==> config.mk <==
export PLATFORM = sky130hd
export DESIGN_NAME = fm_row_streamer
export DESIGN_NICKNAME = d
export VERILOG_FILES = /design/src/rtl/fm_row_streamer.sv
export SDC_FILE = /design/constraint.sdc
export NUM_CORES = 1
export LEC_CHECK = 0
export ABC_CLOCK_PERIOD_IN_PS = 2980
export BUFFER_PORTS_ARGS = -buffer_cell sky130_fd_sc_hd__buf_2
export CAP_MARGIN = 20
export CORE_ASPECT_RATIO = 0.6
export CORE_MARGIN = 1.5
export CORE_UTILIZATION = 56
export CTS_CLUSTER_DIAMETER = 120
export DETAILED_ROUTE_END_ITERATION = 8
export GPL_TIMING_DRIVEN = 0
export PLACE_DENSITY = 0.89
export SLEW_MARGIN = 20
export SYNTH_ARGS = -nofsm -noshare
export SYNTH_HDL_FRONTEND = slang
export SYNTH_SLANG_ARGS = --single-unit
==> constraint.sdc <==
create_clock -name clk -period 2.98 [get_ports clk]
set_clock_uncertainty 0.05 [all_clocks]
set_input_delay 0.447 -clock clk [delete_from_list [all_inputs] [get_ports clk]]
set_output_delay 0.447 -clock clk [all_outputs]
set_load 0.005 [all_outputs]
==> src/rtl/fm_row_streamer.sv <==
// -----------------------------------------------------------------------------
// fm_row_streamer
//
// Streams one image frame from a 16-bit image SRAM into the accelerator's
// 208-bit feature-map input, one packed row of 26 8-bit pixels per strobe,
// then waits for the accelerator's classification result.
//
// Frame sequence:
//   IDLE/DONE --i_start--> WAIT_RDY --i_acc_ready--> (FETCH -> EMIT) x ROWS
//   --> WAIT_RES (no result captured yet) or DONE (result already captured)
//
// Row timing: 13 SRAM read cycles, 1 read-latency cycle (still in FETCH,
// o_sram_cs low), 1 EMIT cycle carrying the strobe => 15 cycles per row.
//
// Ports:
//   clk, rst_n           clock (rising edge), asynchronous active-low reset
//   i_start              frame start request, honoured in IDLE/DONE only
//   i_base_addr [AW]     word address of row 0 pixel 0, latched on start
//   o_acc_start          one-cycle accelerator start pulse
//   i_acc_ready          accelerator weight load complete (level)
//   o_sram_cs            SRAM read enable
//   o_sram_addr [AW]     SRAM word address (holds last value when idle)
//   i_sram_rdata [16]    SRAM read data, valid 1 cycle after o_sram_cs
//   o_fm_data [208]      packed row, pixel j at [8j+7:8j]
//   o_fm_data_valid      one-cycle row strobe
//   i_result_data [5]    accelerator classification result
//   i_result_valid       result strobe
//   o_result [5]         captured result
//   o_busy               high in every state except IDLE and DONE
//   o_done               high in DONE
//
// Configuration macro:
//   FM_STREAM_PAD_EN     when defined, an all-zero padding row is emitted
//                        before row 0 and after row ROWS-1 (one EMIT cycle
//                        each, no SRAM access).
// -----------------------------------------------------------------------------
module fm_row_streamer #(
   parameter int ROWS = 26,
   parameter int AW   = 16
) (
   input  logic          clk,
   input  logic          rst_n,
   input  logic          i_start,
   input  logic [AW-1:0] i_base_addr,
   output logic          o_acc_start,
   input  logic          i_acc_ready,
   output logic          o_sram_cs,
   output logic [AW-1:0] o_sram_addr,
   input  logic [15:0]   i_sram_rdata,
   output logic [207:0]  o_fm_data,
   output logic          o_fm_data_valid,
   input  logic [4:0]    i_result_data,
   input  logic          i_result_valid,
   output logic [4:0]    o_result,
   output logic          o_busy,
   output logic          o_done
);

   localparam logic [3:0]    LAST_WORD = 4'd12;  // word index of the 13th read
   localparam logic [3:0]    LAT_SLOT  = 4'd13;  // read-latency cycle of a row
   localparam logic [AW-1:0] ROW_WORDS = AW'(13);
   localparam logic [7:0]    LAST_ROW  = 8'(ROWS - 1);

   typedef enum logic [2:0] {
      S_IDLE,
      S_WAIT_RDY,
      S_FETCH,
      S_EMIT,
      S_WAIT_RES,
      S_DONE
   } state_t;

   state_t          r_state;
   state_t          w_next;
   state_t          w_end_state;

   logic [3:0]      r_wcnt;        // FETCH cycle index 0..13
   logic [7:0]      r_row;         // data row currently being streamed
   logic [AW-1:0]   r_row_addr;    // base + 13*row
   logic [AW-1:0]   r_addr;
   logic            r_res_flag;
   logic [4:0]      r_result;
   logic [207:0]    r_fm_data;
   logic            r_fm_valid;
   logic            r_acc_start;
   logic [15:0]     r_buf [0:11];  // words 0..11 of the row being assembled
   logic [3:0]      w_buf_idx;
   logic [207:0]    w_row_word;

   logic            w_start_ok;
   logic            w_busy;
   logic            w_last_row;
   logic            w_data_emit;
   logic            w_res_seen;

`ifdef FM_STREAM_PAD_EN
   logic            r_pad_lead;    // current EMIT is the leading zero row
   logic            r_pad_trail;   // current EMIT is the trailing zero row
   assign w_data_emit = (r_state == S_EMIT) && !r_pad_lead && !r_pad_trail;
`else
   assign w_data_emit = (r_state == S_EMIT);
`endif

   assign w_start_ok  = i_start && ((r_state == S_IDLE) || (r_state == S_DONE));
   assign w_busy      = (r_state != S_IDLE) && (r_state != S_DONE);
   assign w_last_row  = (r_row == LAST_ROW);
   // A result strobe in the very cycle the last row leaves must still count.
   assign w_res_seen  = r_res_flag || i_result_valid;
   assign w_end_state = w_res_seen ? S_DONE : S_WAIT_RES;
   assign w_buf_idx   = r_wcnt - 4'd1;

   // -------------------------------------------------------------------------
   // Next-state logic
   // -------------------------------------------------------------------------
   // NOTE: w_next gets a default before the case so that no path leaves it
   // unassigned; otherwise synthesis infers a latch.
   always_comb begin
      w_next = r_state;
      unique case (r_state)
         S_IDLE, S_DONE: begin
            if (i_start) w_next = S_WAIT_RDY;
         end
         S_WAIT_RDY: begin
`ifdef FM_STREAM_PAD_EN
            if (i_acc_ready) w_next = S_EMIT;
`else
            if (i_acc_ready) w_next = S_FETCH;
`endif
         end
         S_FETCH: begin
            if (r_wcnt == LAT_SLOT) w_next = S_EMIT;
         end
         S_EMIT: begin
`ifdef FM_STREAM_PAD_EN
            if (r_pad_lead)       w_next = S_FETCH;
            else if (r_pad_trail) w_next = w_end_state;
            else if (w_last_row)  w_next = S_EMIT;
            else                  w_next = S_FETCH;
`else
            w_next = w_last_row ? w_end_state : S_FETCH;
`endif
         end
         S_WAIT_RES: begin
            if (i_result_valid) w_next = S_DONE;
         end
         default: w_next = S_IDLE;
      endcase
   end

   // Completed row: words 0..11 from the buffer, word 12 straight off the bus
   // during the latency cycle.
   always_comb begin
      w_row_word = '0;
      for (int k = 0; k < 12; k++) begin
         w_row_word[16*k +: 16] = r_buf[k];
      end
      w_row_word[207:192] = i_sram_rdata;
   end

   // -------------------------------------------------------------------------
   // State and control registers
   // -------------------------------------------------------------------------
   // NOTE: sequential state uses non-blocking assignments so every register
   // samples pre-edge values regardless of statement order.
   always_ff @(posedge clk or negedge rst_n) begin
      if (!rst_n) begin
         r_state     <= S_IDLE;
         r_wcnt      <= '0;
         r_row       <= '0;
         r_row_addr  <= '0;
         r_addr      <= '0;
         r_res_flag  <= 1'b0;
         r_result    <= '0;
         r_fm_data   <= '0;
         r_fm_valid  <= 1'b0;
         r_acc_start <= 1'b0;
`ifdef FM_STREAM_PAD_EN
         r_pad_lead  <= 1'b0;
         r_pad_trail <= 1'b0;
`endif
      end else begin
         r_state     <= w_next;
         r_acc_start <= w_start_ok;
         r_fm_valid  <= (w_next == S_EMIT);
         r_wcnt      <= ((r_state == S_FETCH) && (w_next == S_FETCH)) ? r_wcnt + 4'd1 : 4'd0;

         if (w_start_ok) begin
            r_row_addr <= i_base_addr;
            r_row      <= '0;
            r_res_flag <= 1'b0;
         end else if (w_data_emit) begin
            r_row      <= r_row + 8'd1;
            r_row_addr <= r_row_addr + ROW_WORDS;
         end

         if (w_busy && i_result_valid) begin
            r_result   <= i_result_data;
            r_res_flag <= 1'b1;
         end

         // Entering FETCH after a data row already points at the next row.
         if ((w_next == S_FETCH) && (r_state != S_FETCH)) begin
            r_addr <= w_data_emit ? r_row_addr + ROW_WORDS : r_row_addr;
         end else if ((r_state == S_FETCH) && (r_wcnt < LAST_WORD)) begin
            r_addr <= r_addr + AW'(1);
         end

         // o_fm_data only changes when a new row is complete, so it stays
         // stable between strobes.
         if ((r_state == S_FETCH) && (w_next == S_EMIT)) begin
            r_fm_data <= w_row_word;
`ifdef FM_STREAM_PAD_EN
         end else if (w_next == S_EMIT) begin
            r_fm_data <= '0;
`endif
         end

`ifdef FM_STREAM_PAD_EN
         r_pad_lead  <= (r_state == S_WAIT_RDY) && (w_next == S_EMIT);
         r_pad_trail <= w_data_emit && w_last_row;
`endif
      end
   end

   // NOTE: the row buffer has no reset; every entry is rewritten before it is
   // read, and leaving it out keeps it a plain register file.
   always_ff @(posedge clk) begin
      if ((r_state == S_FETCH) && (r_wcnt != 4'd0) && (r_wcnt <= LAST_WORD)) begin
         r_buf[w_buf_idx] <= i_sram_rdata;
      end
   end

   assign o_acc_start     = r_acc_start;
   assign o_sram_cs       = (r_state == S_FETCH) && (r_wcnt <= LAST_WORD);
   assign o_sram_addr     = r_addr;
   assign o_fm_data       = r_fm_data;
   assign o_fm_data_valid = r_fm_valid;
   assign o_result        = r_result;
   assign o_busy          = w_busy;
   assign o_done          = (r_state == S_DONE);

endmodule
==> qor.txt <==
Area growth syn-to-layout = 20.57%
Clock Path Buffers = 3
Die X = 225.6 um
Synth cell count leaders = 645 x nand2_1, 263 x dfrtp_1, 192 x edfxtp_1, 42 x nor2_1, 31 x clkbuf_1
Count leader, synth = nand2_1
Detail Route Antenna Nets = 0
Root buffer cell = clkbuf_16
Synth top area cells = dfrtp_1 40%, edfxtp_1 35%, nand2_1 15%
Total detailed-routing wirelength = 43.57 mm
1st-iter DRT viols = 1,146
Sequence of cells on the critical path = inv_1 > ha_1 > inv_1 > a21oi_1 > o31a_1 > nand2_1 > nor2_2 > buf_8
Max Cap Viol = 0
Initial Util = 57.40%
Synth cell types = 53
Num CTS Buffers = 40
# DRC = 0
Clock Sink Count = 455
Critical path buffers and inverters = 3
Via-per-instance ratio = 5.409
Antenna violations before repair = 3
Max-slew violations = 0
Ant. Diodes = 0
Hold WC Path Type = input port to flip-flop
RSZ-0062 raised after global routing = false
Final Hold Slack = 81.22 ps
Footprint of the multi-input gates = 4000 sq um
Final hold violations = 0
Reg2reg path depth = 8
Die Span Y = 136.6 um
Crit share post-route = 89.08%
FMAX = 376.7 MHz
Fill count = 1,978
Post-synth top area share = 39.53%
Placed cells = 2,080
DP Wirelength = 28.81 mm
Synth Register Bits = 455
Final Non-Filler Cells = 2,155
Fraction of registers with async set or reset after synthesis = 57.80%
Crit path max fanout = 9
Core area = 29,010 sq um
Worst Setup End Kind = flip-flop
Post-synth top flop = dfrtp_1
Clock slew at reported path FFs = 70 ps
Vias in the first global route = 11,419
WP data arrival = 2850 ps
Core Rows = 48
CP Launch Type = flip-flop
Post-synthesis cell count = 1,391
Outcome = finished clean
Largest net degree at the start of global routing = 98
Most frequent CP cell = inv_1
Mapped Nets = 1,443
# setup viols final = 0
Final Core Density = 69.21%
Global-route wire length before repair = 65.43 mm
EDFF count, synth = 192
Register Area = 12,350 sq um
Power Density = 1016 nW/um^2
Setup bufs post-CTS = 0
Synth area leader = dfrtp_1
Slew headroom = 45.46%
CTS H-tree lvls = 2
Maximum VDD drop = 0.0006250 V
Post-synthesis cell area = 16,650 sq um
Pre-CTS setup slack = 344.2 ps
Hold Path Depth = 2
Pre-antenna DRT Iters = 5
Port bufs = 275
CTS tree = done
Placer Congestion = 0.9314
RR Endpoint = r_buf[11][12]
R2R setup slack = 330 ps
Clk Latency, worst-skew pair = 540 ps
Slew @ Worst Pin = 813.1 ps
Top delay family on crit path = simple AND/OR/NAND/NOR gates
Slowest-stage cell, CP = nor2_2
CP Data Required Time = 3170 ps
Pleak = 9.777 nW
Final worst slack = 325.3 ps
R2r startpoint = r_wcnt[0]
Die ar. = 30,810 sq um
Post-Syn Area per Cell = 11.97 sq um
Worst Setup Path Type = flip-flop to flip-flop
Crit path from = r_wcnt[0]
Register area share after synthesis = 74.15%
Ports = 276
Aggregate global routing overflow = 0
Min-Delay Endpoint = o_result[3]
Warnings, synthesis = 0
Final nets = 1,775
WL/cell = 20.22 um
Vias post-DR = 11,656
Slowest stage delay, CP = 500 ps
Layout cells sized above 1 = 22.56%
Overall Global Routing Usage = 28.82%
HP Start = i_result_data[3]
Post-layout min period = 2655 ps
## layer usage
| metal | up-vias | global-route usage, % | wire [um] |
|---|---|---|---|
| li1 | 5206 | - | - |
| met1 | 5744 | 40.50 | 17840 |
| met2 | 617 | 44.68 | 19750 |
| met3 | 89 | 7.450 | 4774 |
| met4 | 0 | 9.098 | 1199 |
| met5 | - | 0 | 0 |
## cell families (layout without fill, tap and decap cells)
family	after synthesis	count (layout)	share of synthesized area, %
AO/OA/AOI/OAI	52	52	1.879
AND/OR/NAND/NOR	756	756	18.46
XOR/XNOR	32	32	1.683
multiplexers	17	17	1.075
buffers and inverters	69	433	2.006
flip-flops	455	455	74.15
adder cells (fa/ha/maj)	10	10	0.7514
## how the worst max path moves through the flow
stage / end / depth (start not counted)
3_5_place_dp: r_buf[11][2] / 8
5_1_grt: r_buf[11][12] / 8
3_3_place_gp: o_fm_data[178] / 1
2_1_floorplan: r_buf[0][0] / 7
4_1_cts: r_buf[11][12] / 8
6_report: r_buf[11][12] / 8
## flip-flops by register name, summed over array words and instances (netlist names)
register	count
r_row	8
o_fm_data_valid	1
r_row_addr	16
o_result	5
r_buf	192
r_res_flag	1
o_sram_addr	16
o_fm_data	208
r_state	3
r_wcnt	4
o_acc_start	1
## repair_timing
item,CTS,global route
hold endpoints to repair,76,0
gates resized for setup,0,0
hold buffers,1,0
## worst register-to-register path, cell delays in order, from the launching register on
cell     delay [ps]
dfrtp_1         470
inv_1           150
ha_1            250
inv_1           130
a21oi_1         190
o31a_1          240
nand2_1         150
nor2_2          510
buf_8           230
## layout by cell type, fill, tap and decap left out, types with 11 or more instances in the layout
| cell type | instances |
|---|---|
| nand3_1 | 13 |
| dfrtp_1 | 263 |
| nand2_1 | 645 |
| edfxtp_1 | 192 |
| a21oi_1 | 25 |
| buf_4 | 13 |
| clkbuf_1 | 45 |
| nor2_1 | 38 |
| buf_2 | 283 |
| xor2_1 | 18 |
| clkbuf_16 | 41 |
| inv_1 | 11 |
| xnor2_1 | 14 |
## metrics by stage
step                TNS [ps]  power, mW  area (sq um)
global placement     -871550      14.69         18530
finish                     0      20.39         20080
global route               0      21.45         20080
detailed placement         0      15.23         18780
CTS                        0      20.44         20080
floorplan                  0      12.31         16650
## final cells by class
| cell class | instances | share of cell area (%) |
|---|---|---|
| sequential | 455 | 61.50 |
| tap | 400 | 2.493 |
| inverter | 14 | 0.2618 |
| clock buffer | 58 | 5.578 |
| clock inverter | 16 | 0.8227 |
| multi-input combinational | 867 | 19.93 |
| buffer | 55 | 1.402 |
| timing repair buffer | 290 | 8.015 |
## power breakdown
part	total, mW	leakage [nW]	internal (mW)	switching [mW]
Clock	5.15	0.617	2.89	2.25
Sequential	9.95	5.15	8.68	1.27
Combinational	5.29	4.01	2.20	3.09
Total	20.4	9.78	13.8	6.61
Power figures use the tool's default switching activity.
